[src/rtl/axis_pattern_gen.sv]
// rtl/axis_pattern_gen.sv - AXI4-Stream master pattern/traffic generator
//
// Ports:
//   m00_axis_aclk / m00_axis_aresetn : clock, asynchronous active-low reset
//   start, stop                      : run control pulses
//   mode, const_word, pkt_len,
//   num_pkts, gap_cycles, stall_en   : run configuration, sampled on start
//   m00_axis_t*                      : AXI4-Stream master interface
//   busy, done                       : run status (done pulses on entry to DONE)
//   pkt_count, beat_count            : completed packets / accepted beats in this run
module axis_pattern_gen #(
    parameter int          TDATA_WIDTH = 32,
    parameter int          LEN_WIDTH   = 16,
    parameter int          GAP_WIDTH   = 8,
    parameter logic [31:0] LFSR_SEED   = 32'hACE1_2468
) (
    input  logic                     m00_axis_aclk,
    input  logic                     m00_axis_aresetn,
    input  logic                     start,
    input  logic                     stop,
    input  logic [1:0]               mode,
    input  logic [31:0]              const_word,
    input  logic [LEN_WIDTH-1:0]     pkt_len,
    input  logic [LEN_WIDTH-1:0]     num_pkts,
    input  logic [GAP_WIDTH-1:0]     gap_cycles,
    input  logic                     stall_en,
    output logic                     m00_axis_tvalid,
    output logic [TDATA_WIDTH-1:0]   m00_axis_tdata,
    output logic [TDATA_WIDTH/8-1:0] m00_axis_tstrb,
    output logic                     m00_axis_tlast,
    input  logic                     m00_axis_tready,
    output logic                     busy,
    output logic                     done,
    output logic [LEN_WIDTH-1:0]     pkt_count,
    output logic [31:0]              beat_count
);

    localparam int          LANES = TDATA_WIDTH / 32;
    // An all-zero state would lock the LFSR up, so a zero seed is replaced by 1.
    localparam logic [31:0] SEED  = (LFSR_SEED == 32'd0) ? 32'd1 : LFSR_SEED;
    // Right-shifting Galois form of x^32 + x^22 + x^2 + x + 1.
    localparam logic [31:0] TAPS  = 32'h8020_0003;

    localparam logic [1:0] S_IDLE = 2'd0;
    localparam logic [1:0] S_SEND = 2'd1;
    localparam logic [1:0] S_GAP  = 2'd2;
    localparam logic [1:0] S_DONE = 2'd3;

    localparam logic [1:0] M_CNT   = 2'd0;
    localparam logic [1:0] M_LFSR  = 2'd1;
    localparam logic [1:0] M_CONST = 2'd2;

    logic [1:0]             r_state;
    logic [1:0]             r_mode;
    logic [31:0]            r_const;
    logic [LEN_WIDTH-1:0]   r_len;
    logic [LEN_WIDTH-1:0]   r_num;
    logic [LEN_WIDTH-1:0]   r_beat_idx;
    logic [LEN_WIDTH-1:0]   r_pkt_count;
    logic [GAP_WIDTH-1:0]   r_gap;
    logic [GAP_WIDTH-1:0]   r_gap_cnt;
    logic                   r_stall_en;
    logic                   r_stop_pend;
    logic                   r_tvalid;
    logic [31:0]            r_lfsr;
    logic [31:0]            r_beat_count;

    logic                   w_hs;
    logic                   w_last;
    logic                   w_stall;
    logic                   w_stop_any;
    logic                   w_finish;
    logic [LEN_WIDTH-1:0]   w_pkt_inc;
    logic [31:0]            w_lfsr_next;
    logic [31:0]            w_idx;
    logic [TDATA_WIDTH-1:0] w_data;

    assign w_hs        = r_tvalid & m00_axis_tready;
    assign w_last      = (r_beat_idx == r_len - LEN_WIDTH'(1));
    // A stall only withholds the next beat for a single cycle; the cycle after
    // a stall always presents, so a frozen LFSR (LFSR mode) cannot deadlock.
    assign w_stall     = r_stall_en & r_lfsr[0];
    assign w_stop_any  = r_stop_pend | stop;
    assign w_pkt_inc   = r_pkt_count + LEN_WIDTH'(1);
    assign w_finish    = w_stop_any | ((r_num != '0) && (w_pkt_inc == r_num));
    assign w_lfsr_next = r_lfsr[0] ? ((r_lfsr >> 1) ^ TAPS) : (r_lfsr >> 1);

    // Lane data is a pure function of registers that only change on a
    // handshake, so it holds stable while a beat waits for tready.
    always_comb begin
        w_data = '0;
        w_idx  = '0;
        for (int l = 0; l < LANES; l++) begin
            w_idx = r_beat_count * LANES + 32'(l);
            case (r_mode)
                M_CNT:   w_data[32*l +: 32] = w_idx;
                M_LFSR:  w_data[32*l +: 32] = r_lfsr ^ 32'(l);
                M_CONST: w_data[32*l +: 32] = r_const;
                default: w_data[32*l +: 32] = 32'd1 << w_idx[4:0];
            endcase
        end
    end

    assign m00_axis_tvalid = r_tvalid;
    assign m00_axis_tdata  = r_tvalid ? w_data : '0;
    assign m00_axis_tstrb  = {(TDATA_WIDTH/8){r_tvalid}};
    assign m00_axis_tlast  = r_tvalid & w_last;
    assign busy            = (r_state != S_IDLE);
    assign done            = (r_state == S_DONE);
    assign pkt_count       = r_pkt_count;
    assign beat_count      = r_beat_count;

    always_ff @(posedge m00_axis_aclk or negedge m00_axis_aresetn) begin
        if (!m00_axis_aresetn) begin
            r_state      <= S_IDLE;
            r_mode       <= '0;
            r_const      <= '0;
            r_len        <= '0;
            r_num        <= '0;
            r_beat_idx   <= '0;
            r_pkt_count  <= '0;
            r_gap        <= '0;
            r_gap_cnt    <= '0;
            r_stall_en   <= 1'b0;
            r_stop_pend  <= 1'b0;
            r_tvalid     <= 1'b0;
            r_lfsr       <= SEED;
            r_beat_count <= '0;
        end else begin
            // In LFSR mode the LFSR is the data source and steps per beat;
            // otherwise it free-runs to feed stall decisions.
            if (r_state != S_IDLE && (r_mode != M_LFSR || w_hs)) begin
                r_lfsr <= w_lfsr_next;
            end
            if (r_state != S_IDLE && stop) begin
                r_stop_pend <= 1'b1;
            end

            case (r_state)
                S_IDLE: begin
                    if (start) begin
                        r_mode       <= mode;
                        r_const      <= const_word;
                        r_len        <= (pkt_len == '0) ? LEN_WIDTH'(1) : pkt_len;
                        r_num        <= num_pkts;
                        r_gap        <= gap_cycles;
                        r_stall_en   <= stall_en;
                        r_stop_pend  <= 1'b0;
                        r_lfsr       <= SEED;
                        r_beat_idx   <= '0;
                        r_pkt_count  <= '0;
                        r_beat_count <= '0;
                        r_tvalid     <= 1'b1;
                        r_state      <= S_SEND;
                    end
                end
                S_SEND: begin
                    if (w_hs) begin
                        r_beat_count <= r_beat_count + 32'd1;
                        if (w_last) begin
                            r_pkt_count <= w_pkt_inc;
                            r_beat_idx  <= '0;
                            if (w_finish) begin
                                r_tvalid <= 1'b0;
                                r_state  <= S_DONE;
                            end else if (r_gap != '0) begin
                                r_tvalid  <= 1'b0;
                                r_gap_cnt <= r_gap;
                                r_state   <= S_GAP;
                            end else begin
                                r_tvalid <= ~w_stall;
                            end
                        end else begin
                            r_beat_idx <= r_beat_idx + LEN_WIDTH'(1);
                            r_tvalid   <= ~w_stall;
                        end
                    end else if (!r_tvalid) begin
                        r_tvalid <= 1'b1;
                    end
                end
                S_GAP: begin
                    if (r_gap_cnt == GAP_WIDTH'(1)) begin
                        if (w_stop_any) begin
                            r_state <= S_DONE;
                        end else begin
                            r_tvalid <= ~w_stall;
                            r_state  <= S_SEND;
                        end
                    end else begin
                        r_gap_cnt <= r_gap_cnt - GAP_WIDTH'(1);
                    end
                end
                default: begin
                    r_state <= S_IDLE;
                end
            endcase
        end
    end

endmodule

[config.mk]
export PLATFORM = sky130hd
export DESIGN_NAME = axis_pattern_gen
export DESIGN_NICKNAME = d
export VERILOG_FILES = /design/src/rtl/axis_pattern_gen.sv
export SDC_FILE = /design/constraint.sdc
export NUM_CORES = 1
export LEC_CHECK = 0
export ABC_CLOCK_PERIOD_IN_PS = 2900
export CAP_MARGIN = 25
export CORE_MARGIN = 4
export CORE_UTILIZATION = 50
export DETAILED_ROUTE_END_ITERATION = 8
export GPL_TIMING_DRIVEN = 0
export HOLD_SLACK_MARGIN = 0.03
export PLACE_DENSITY = 0.78
export SYNTH_ARGS = -nofsm -noshare
export SYNTH_HDL_FRONTEND = slang
export SYNTH_SLANG_ARGS = --single-unit
[constraint.sdc]
create_clock -name m00_axis_aclk -period 2.9 [get_ports m00_axis_aclk]
set_input_delay 0.58 -clock m00_axis_aclk [delete_from_list [all_inputs] [get_ports m00_axis_aclk]]
set_output_delay 0.58 -clock m00_axis_aclk [all_outputs]
set_load 0.005 [all_outputs]
-- Word-level counts from Yosys, hierarchy flattened
Index checks and enable logic that the tools add are counted.
W data, S select, Z words.
- register bits: 183
- bits in latches: 0
- RAM bits: 0
- bits in read-only memories: 0
- bits of input ports: 80
- output and inout bits: 88
- logic and storage cells: 106
- memories: 0
- $add $sub $neg: 5
- multipliers: 0
- div/mod/pow operators: 0
- $lt $le $gt $ge: 0
- equal/unequal tests: 18
- shifts and indexed selects: 1
- multiplexer cells: 42
- bitwise gates (word level): 7
- reduce and logical (&&, ||, !) cells: 19
- operator list (kind ; count):
    $mux W32 ; 7
    $mux W16 ; 6
    $pmux W32 S3 ; 1
    $pmux W16 S2 ; 2
    $pmux W32 S2 ; 1
    $mux W8 ; 5
    $add A16 B1 Y16 const B ; 2
    $add A32 B1 Y32 const B ; 1
    $eq A16 B16 Y1 ; 2
    $shl A1 B5 Y32 const A ; 1
    $logic_not A16 Y1 ; 1
    $ne A2 B2 Y1 const B ; 8
    $pmux W8 S2 ; 1
    $reduce_bool A16 Y1 ; 1
    $sub A16 B1 Y16 const B ; 1
    $mux W2 ; 7
    $mux W1 ; 10
    $eq A8 B1 Y1 const B ; 1
    $reduce_and A4 Y1 ; 2
    $reduce_bool A8 Y1 ; 1
    $sub A8 B1 Y8 const B ; 1
    $eq A2 B2 Y1 const B ; 3
    $pmux W2 S3 ; 1
    $reduce_and A6 Y1 ; 1
    16 further kinds ; 25

-- Depth between registers and ports, before layout
Gate-level depths: netlist of the first run.
- word-level depth: 8
- depth in mapped cells: 13
- depth with buffers taken out: 10

-- Least setup slack after synthesis of the first run
Ideal clock, no wire load.
- path kind: register to register
- start point: register r_pkt_count[1] (netlist: pkt_count[1])
- end point: register r_state[0]
- arrival: 2801 ps
- data required time: 2775 ps
- slack: -26 ps
- stages on the path, launching flop included: 12
- path through: dfrtp_1 ha_1 buf_2 nand3_1 clkbuf_1 nor3_1 mux2i_1 o22ai_1 nor4_1 nor2_1 a211oi_2 mux2_2
- longest elaborated chain between the ends: 8
- elaborated cells on any way between the ends: 10
- classes of those cells: add/sub (1); eq/ne (2); mux (4); bitwise (1); reduce/logical (2)
- ends and longest elaborated chain (item ; RTL line ; text):
    start, declared ; 59 ; logic [LEN_WIDTH-1:0] r_pkt_count;
    start signal, assigned ; 161 ; r_pkt_count <= w_pkt_inc;
    $add A16 B1 Y16 (*) ; 84 ; assign w_pkt_inc = r_pkt_count + LEN_WIDTH'(1);
    $eq A16 B16 Y1 (*) ; 85 ; assign w_finish = w_stop_any | ((r_num != '0) && (w_pkt_inc == r_num));
    $logic_and A1 B1 Y1 (*) ; 85 ;
    $or A1 B1 Y1 (*) ; 85 ;
    $mux W2 ; 163 ; if (w_finish) begin
    $mux W2 ; 160 ; if (w_last) begin
    $mux W2 ; 158 ; if (w_hs) begin
    $pmux W2 S3 ; 139 ; case (r_state)
    end signal, assigned ; 154 ; r_state <= S_SEND;
    end signal, assigned ; 165 ; r_state <= S_DONE;
    end signal, assigned ; 169 ; r_state <= S_GAP;
    end, declared ; 53 ; logic [1:0] r_state;
Mark *: on every way between the ends. The rest lies on a longest branch, timed or not. The select of a mux whose other input is x is not followed.
A chain may end at the register's enable or synchronous reset.

-- Worst setup path after layout of the first run
- start point: register r_len[0]
- end point: output m00_axis_tlast
- longest elaborated chain between the ends: 3
- ends and longest elaborated chain (item ; RTL line ; text):
    start, declared ; 56 ; logic [LEN_WIDTH-1:0] r_len;
    start signal, assigned ; 144 ; r_len <= (pkt_len == '0) ? LEN_WIDTH'(1) : pkt_len;
    $sub A16 B1 Y16 ; 79 ; assign w_last = (r_beat_idx == r_len - LEN_WIDTH'(1));
    $eq A16 B16 Y1 ; 79 ;
    $and A1 B1 Y1 ; 107 ; assign m00_axis_tlast = r_tvalid & w_last;
    end, declared ; 30 ; output logic m00_axis_tlast,
Every way passes these cells.

==> flow_metrics.env, run 1 <==
export IMPL_finalNetCount=1652
export IMPL_setup_ws_ps=-424
export IMPL_synth_cells=1308
export IMPL_synth_net_count=1403
export IMPL_critPathLaunchType="flip-flop"
export IMPL_drive_gt1_frac=0.196
export IMPL_cts_buffers=17
export IMPL_finalSetupViolations=33
export IMPL_syn_area_um2=10900
export IMPL_wirelength_mm=38.6
export IMPL_fin_crit_ps=3320
export IMPL_p_switching_uw=6480
export IMPL_cts_hold_buf=0
export IMPL_ctsLongestPathBuffers=2
export IMPL_yosys_most_used_dff="dfrtp_1"
export IMPL_insertion_delay_ps=450
export IMPL_syn_to_final_growth_pct=38.3
export IMPL_period_share=1.15
export IMPL_grt_pass1_wl_mm=59.5
export IMPL_critPathMaxFanout=7
export IMPL_diodes=0
export IMPL_h_tree_depth=4
export IMPL_relSlewSlack=0.262
export IMPL_ant_nets=0
export IMPL_synth_top_cell_by_area="dfrtp_1"
export IMPL_required_ps=2320
export IMPL_maxCapViolations=0
export IMPL_reg2reg_slack_ps=-170
export IMPL_ys_async_sr_fraction=1.00
export IMPL_p_sw_frac=0.451
export IMPL_overflow=0
export IMPL_die_area_um2=24300
export IMPL_crit_type="reg2out"
export IMPL_seq_power_share=0.307
export IMPL_power_leakage_uw=0.00652
export IMPL_grt_max_degree=119
export IMPL_drt_iter0_drc=1235
export IMPL_slew_viol_final=0
export IMPL_placement_setup_worst_slack_ps=-1160
export IMPL_hold_path_class="in2async"
export IMPL_tightest_slew_ps=1110
export IMPL_clockPowerShare=0.165
export IMPL_synth_seq_cells=183
export IMPL_fp_row_count=53
export IMPL_combPwrFrac=0.528
export IMPL_timing_critical_path_buf_inv=1
export IMPL_clock_skew_ps=11.3
export IMPL_cp_arrival_ps=2740
export IMPL_run_status="finished, violations left"
export IMPL_wl_per_cell_um=20.9
export IMPL_cpPeakStageDelay_ps=510
export IMPL_fin_setup_tns_ps=-4950
export IMPL_yosys_area_top_type_share=0.390
export IMPL_tritoncts="built"
export IMPL_start_util=0.514
export IMPL_clock_sinks=183
export IMPL_rsz0062_at_grt="true"
export IMPL_critPathSlowestCell="nor2_1"
export IMPL_avgViaCountPerCell=6.13
export IMPL_vias=11300
export IMPL_grt_pass1_vias=10900
export IMPL_first_pass_iters=7
export IMPL_final_core_util=0.711
export IMPL_synth_yosys_seq_area_share=0.421
export IMPL_num_io_pins=168
export IMPL_max_clock_freq_mhz=301
export IMPL_synth_distinct_cells=79
export IMPL_power_density_nw_per_um2=953
export IMPL_fp_dieH_um=156
export IMPL_power_internal_uw=7900
export IMPL_r2r_start="r_len[0]"
export IMPL_drcViolationCount=0
export IMPL_max_vdd_ir_drop_mv=0.549
export IMPL_core_um2=21200
export IMPL_synth_edff_count=0
export IMPL_finalHoldViolCount=0
export IMPL_io_buffers=167
export IMPL_cts_clk_slew_worst_paths_ps=70
export IMPL_cp_top_family="simple AND/OR/NAND/NOR gates"
export IMPL_antenna_found_initial=1
export IMPL_cp_end_kind="output port"
export IMPL_cp_cell_sequence="nor2_1, xor2_1, or4b_4, nand3_2, nor2_2, a2111oi_4, buf_2"
export IMPL_ys_warn_count=0
export IMPL_syn_area_per_cell_um2=8.34
export IMPL_r2r_end="r_beat_idx[6]"
export IMPL_synth_area_top_cells="dfrtp_1, nand2_1, nor2_1"
export IMPL_r2r_cells=12
export IMPL_dpl_hpwl_mm=26.1
export IMPL_track_usage=0.310
export IMPL_cts_root_buf="clkbuf_16"
export IMPL_violations="negative setup slack"
export IMPL_place_gp_congestion=0.962
export IMPL_die_x_um=156
[registers in the layout (all words and copies together), names as in the netlist, 8 cells and up]
signal / count
beat_count: 32
r_const: 32
r_lfsr: 32
pkt_count: 16
r_beat_idx: 16
r_len: 16
r_num: 16
r_gap: 8
r_gap_cnt: 8
[through the flow]
stage / hold slack, ps / power, uW / cells / cell area (um2)
2_1_floorplan: 284 / 7950 / 1308 / 10900
3_3_place_gp: 463 / 10100 / 1750 / 12900
3_5_place_dp: 464 / 10300 / 1751 / 13000
4_1_cts: 101 / 13700 / 1835 / 14700
5_1_grt: 111 / 15100 / 1845 / 15100
6_report: 63.4 / 14400 / 1845 / 15100
[how the worst max path moves through the flow]
| stage | start | to | slack, ps | cells past startpoint |
|---|---|---|---|---|
| after global routing | r_len[3] | m00_axis_tlast | -480 | 9 |
| final | r_len[0] | m00_axis_tlast | -420 | 7 |
| after floorplan | r_len[0] | pkt_count[11] | 60 | 12 |
| after detailed placement | start | beat_count[31] | -1160 | 9 |
| after global placement | m00_axis_aresetn | r_const[18] | -6360 | 1 |
| after CTS | r_len[5] | m00_axis_tlast | -330 | 8 |
[synthesized netlist by cell type (16+ instances only)]
master	instances
nand3_1	59
mux2i_1	20
nand2_1	342
nor2b_1	16
a21oi_1	51
o21ai_0	39
nor2_1	108
a22o_1	17
xnor2_1	36
nor4_1	25
mux2_2	16
clkbuf_1	65
nor3_1	16
xor2_1	38
nand4_1	29
inv_1	26
dfrtp_1	170
[cells by family (layout without fill, tap and decap cells)]
group,Yosys count,after routing,synth area share
simple gates,676,676,0.285
compound gates,207,207,0.133
flops,183,183,0.421
buf+inv,114,376,0.0449
xor+xnor,74,74,0.0594
mux,39,39,0.0404
fa+ha+maj,15,15,0.0172
[area by class of cell]
cell class | count | area [um2]
timing repair buffer | 239 | 2290
fill | 1633 | 6120
clock inverter | 15 | 175
multi-input combinational | 1011 | 6670
sequential | 183 | 4610
clock buffer | 17 | 425
buffer | 78 | 487
inverter | 27 | 103
tap | 275 | 344
[power by group through the flow]
stage	clock network [uW]	registers (uW)	logic [uW]
final	2380	4410	7600
after global routing	2500	4490	8140
after CTS	2390	4330	6980
after detailed placement	0	4340	5920
after global placement	0	4330	5790
after floorplan	0	4040	3920
[placed cells by master (no fill, tap or decap), drive strengths merged, types with 16 or more instances in the layout]
master and n:
a21oi 51, a22o 17, buf 92, clkbuf 77, clkdlybuf4s50 133, dfrtp 170
dlygate4sd2 28, inv 34, mux2 17, mux2i 20, nand2 342, nand3 61
nand4 29, nor2 109, nor2b 16, nor3 16, nor4 27, o21ai 43
xnor2 36, xor2 38
[per-layer routing]
metal,up-vias,wire length (um),share of wire,track usage
met4,2,2050,0.053,0.129
met3,139,3090,0.080,0.0585
li1,5050,-,-,-
met5,-,7,0.00018,0
met1,5462,15200,0.40,0.406
met2,663,18200,0.47,0.509
[repair_timing]
item | in CTS | in global routing
cloned | 4 | 1
gates resized for setup | 191 | 88
setup buffers | 55 | 12
setup endpoints to repair | 93 | 65
pin swaps | 35 | 52
endpoints found under the hold margin | 0 | 0
Note: power is estimated with default switching activity, not from simulation.
==> inputs of run 2 (changes only) <==
CORE_MARGIN = 3   (was 4)
==> run 2 against run 1 <==
Effect of this change:
- the run still ends with negative setup slack left
- worst setup slack worse by 14 ps
- maximum frequency shrank 0.43%
- first-iteration DRC count down 5.7%
- via count fell by 0.33%
- clock skew increased by 4.8 ps
- worst hold slack about the same
- die area down 2.6%
- critical path type unchanged
- highest routed layer is now met4
- routed wire length up 1.5%
- register-to-register slack worse by 120 ps
- largest power group unchanged
==> flow_metrics.env, run 2 (synthesis gave the netlist of run 1 again) <==
export IMPL_run_status="finished, violations left"
export IMPL_violations="negative setup slack"
export IMPL_use_met2=0.507
export IMPL_grt_pass1_vias=10900
export IMPL_fp_dieH_um=154
export IMPL_grt_pass1_wl_mm=59.5
export IMPL_cp_top_family="simple AND/OR/NAND/NOR gates"
export IMPL_start_util=0.514
export IMPL_finalNetCount=1658
export IMPL_cp_arrival_ps=2760
export IMPL_critPathLaunchType="flip-flop"
export IMPL_tightest_slew_ps=1210
export IMPL_place_gp_congestion=0.978
export IMPL_die_area_um2=23600
export IMPL_avgViaCountPerCell=6.09
export IMPL_relSlewSlack=0.192
export IMPL_vias=11300
export IMPL_drive_gt1_frac=0.201
export IMPL_reg2reg_slack_ps=-290
export IMPL_fin_area_um2=15200
export IMPL_overflow=0
export IMPL_drt_iter0_drc=1164
export IMPL_dpl_hpwl_mm=26.0
export IMPL_finalSetupViolations=41
export IMPL_r2r_end="r_beat_idx[7]"
export IMPL_cp_end_kind="output port"
export IMPL_clockPowerShare=0.170
export IMPL_hold_path_class="in2async"
export IMPL_clock_sinks=183
export IMPL_cpPeakStageDelay_ps=380
export IMPL_met3_usage=0.0526
export IMPL_final_core_util=0.718
export IMPL_period_share=1.15
export IMPL_cts_root_buf="clkbuf_16"
export IMPL_placement_setup_worst_slack_ps=-1130
export IMPL_wl_per_cell_um=21.1
export IMPL_cp_cell_sequence="buf_6, nor4_4, buf_4, buf_4, nor4bb_4, o21bai_2, nand2_2, nand4b_1, a2111oi_4, buf_2"
export IMPL_r2r_start="r_len[2]"
export IMPL_io_buffers=167
export IMPL_power_internal_uw=8210
export IMPL_tritoncts="built"
export IMPL_grt_max_degree=124
export IMPL_wirelength_mm=39.1
export IMPL_regArea_um2=4610
export IMPL_clock_skew_ps=16.1
export IMPL_diodes=0
export IMPL_critPathSlowestCell="dfrtp_1"
export IMPL_insertion_delay_ps=450
export IMPL_seq_power_share=0.299
export IMPL_placed_area_um2=13000
export IMPL_setup_worst_path_end="m00_axis_tlast"
export IMPL_rsz0062_at_grt="true"
export IMPL_crit_type="reg2out"
export IMPL_finalHoldViolCount=0
export IMPL_drcViolationCount=0
export IMPL_slew_viol_final=0
export IMPL_critPathMaxFanout=3
export IMPL_core_um2=21200
export IMPL_path_depth=10
export IMPL_fin_crit_ps=3340
export IMPL_r2r_cells=14
export IMPL_p_switching_uw=6540
export IMPL_fp_row_count=53
export IMPL_combPwrFrac=0.531
export IMPL_cts_clk_slew_worst_paths_ps=70
export IMPL_max_vdd_ir_drop_mv=0.552
export IMPL_crit_top_cell="buf_4"
export IMPL_power_leakage_uw=0.00662
export IMPL_setup_ws_ps=-439
export IMPL_track_usage=0.313
export IMPL_fin_setup_tns_ps=-8540
export IMPL_syn_to_final_growth_pct=39.6
export IMPL_timing_critical_path_buf_inv=4
export IMPL_cts_buffers=17
export IMPL_final_cell_mix="nand2_1, dfrtp_1, clkdlybuf4s50_1"
export IMPL_first_pass_iters=6
export IMPL_p_sw_frac=0.443
export IMPL_die_x_um=154
export IMPL_ctsLongestPathBuffers=2
export IMPL_max_clock_freq_mhz=300
export IMPL_final_common_cell="nand2_1"
export IMPL_maxCapViolations=0
export IMPL_fillers=1548
export IMPL_ant_nets=0
export IMPL_antenna_found_initial=0
export IMPL_h_tree_depth=4
export IMPL_cp_startpoint="r_len[6]"
export IMPL_power_density_nw_per_um2=967
export IMPL_num_io_pins=168
export IMPL_multiInputGateArea_um2=6670
export IMPL_holdWs_ps=63.2
export IMPL_met1_usage=0.411
export IMPL_busiest_layer="met2"
export IMPL_required_ps=2320
[run 2: cell types whose count changed in the layout (fill, tap and decap cells not counted), sizes merged]
| cell | delta |
|---|---|
| buf | +9 |
| bufinv | +2 |
| clkbuf | -1 |
| clkdlybuf4s50 | +1 |
| clkinv | +2 |
| clkinvlp | -3 |
| dlygate4sd2 | -5 |
| dlymetal6s2s | +2 |
| inv | -1 |
[run 2: worst min-delay path by stage]
stage | depth (start not counted) | startpoint | endpoint
2_1_floorplan | 0 | m00_axis_aresetn | beat_count[0]
4_1_cts | 1 | m00_axis_aresetn | r_len[6]
6_report | 1 | m00_axis_aresetn | r_beat_idx[5]
3_3_place_gp | 2 | r_const[14] | r_const[14]
3_5_place_dp | 2 | r_const[18] | r_const[18]
5_1_grt | 1 | m00_axis_aresetn | r_beat_idx[6]
[run 2: metal layers]
metal	part of all wire	routed length (um)
met1	0.39	15100
met2	0.48	18800
met3	0.078	3060
met4	0.056	2190
met5	0	0
[run 2: layout make-up]
cell class | instances | share of cell area
multi-input combinational | 1011 | 0.438
sequential | 183 | 0.302
timing repair buffer | 244 | 0.156
buffer | 79 | 0.0330
clock buffer | 17 | 0.0279
tap | 275 | 0.0226
clock inverter | 15 | 0.0135
inverter | 27 | 0.00673
[run 2: metrics by stage]
step	total power, uW	instances
2_1_floorplan	7950	1308
4_1_cts	13800	1823
3_3_place_gp	10100	1750
5_1_grt	15500	1851
3_5_place_dp	10200	1751
6_report	14700	1851
[run 2: repair_timing]
action,4_1_cts,5_1_grt
resized for setup,194,95
endpoints found under the setup margin,94,59
hold buffers,0,0
pin swaps,41,54
gates cloned,2,3
setup buffers,45,27
[run 2: power groups by stage]
stage	combinational, uW	clock, uW	sequential, uW
finish	7830	2500	4410
detailed placement	5890	0	4330
global route	8390	2620	4480
floorplan	3920	0	4040
global placement	5790	0	4330
CTS	6940	2510	4340
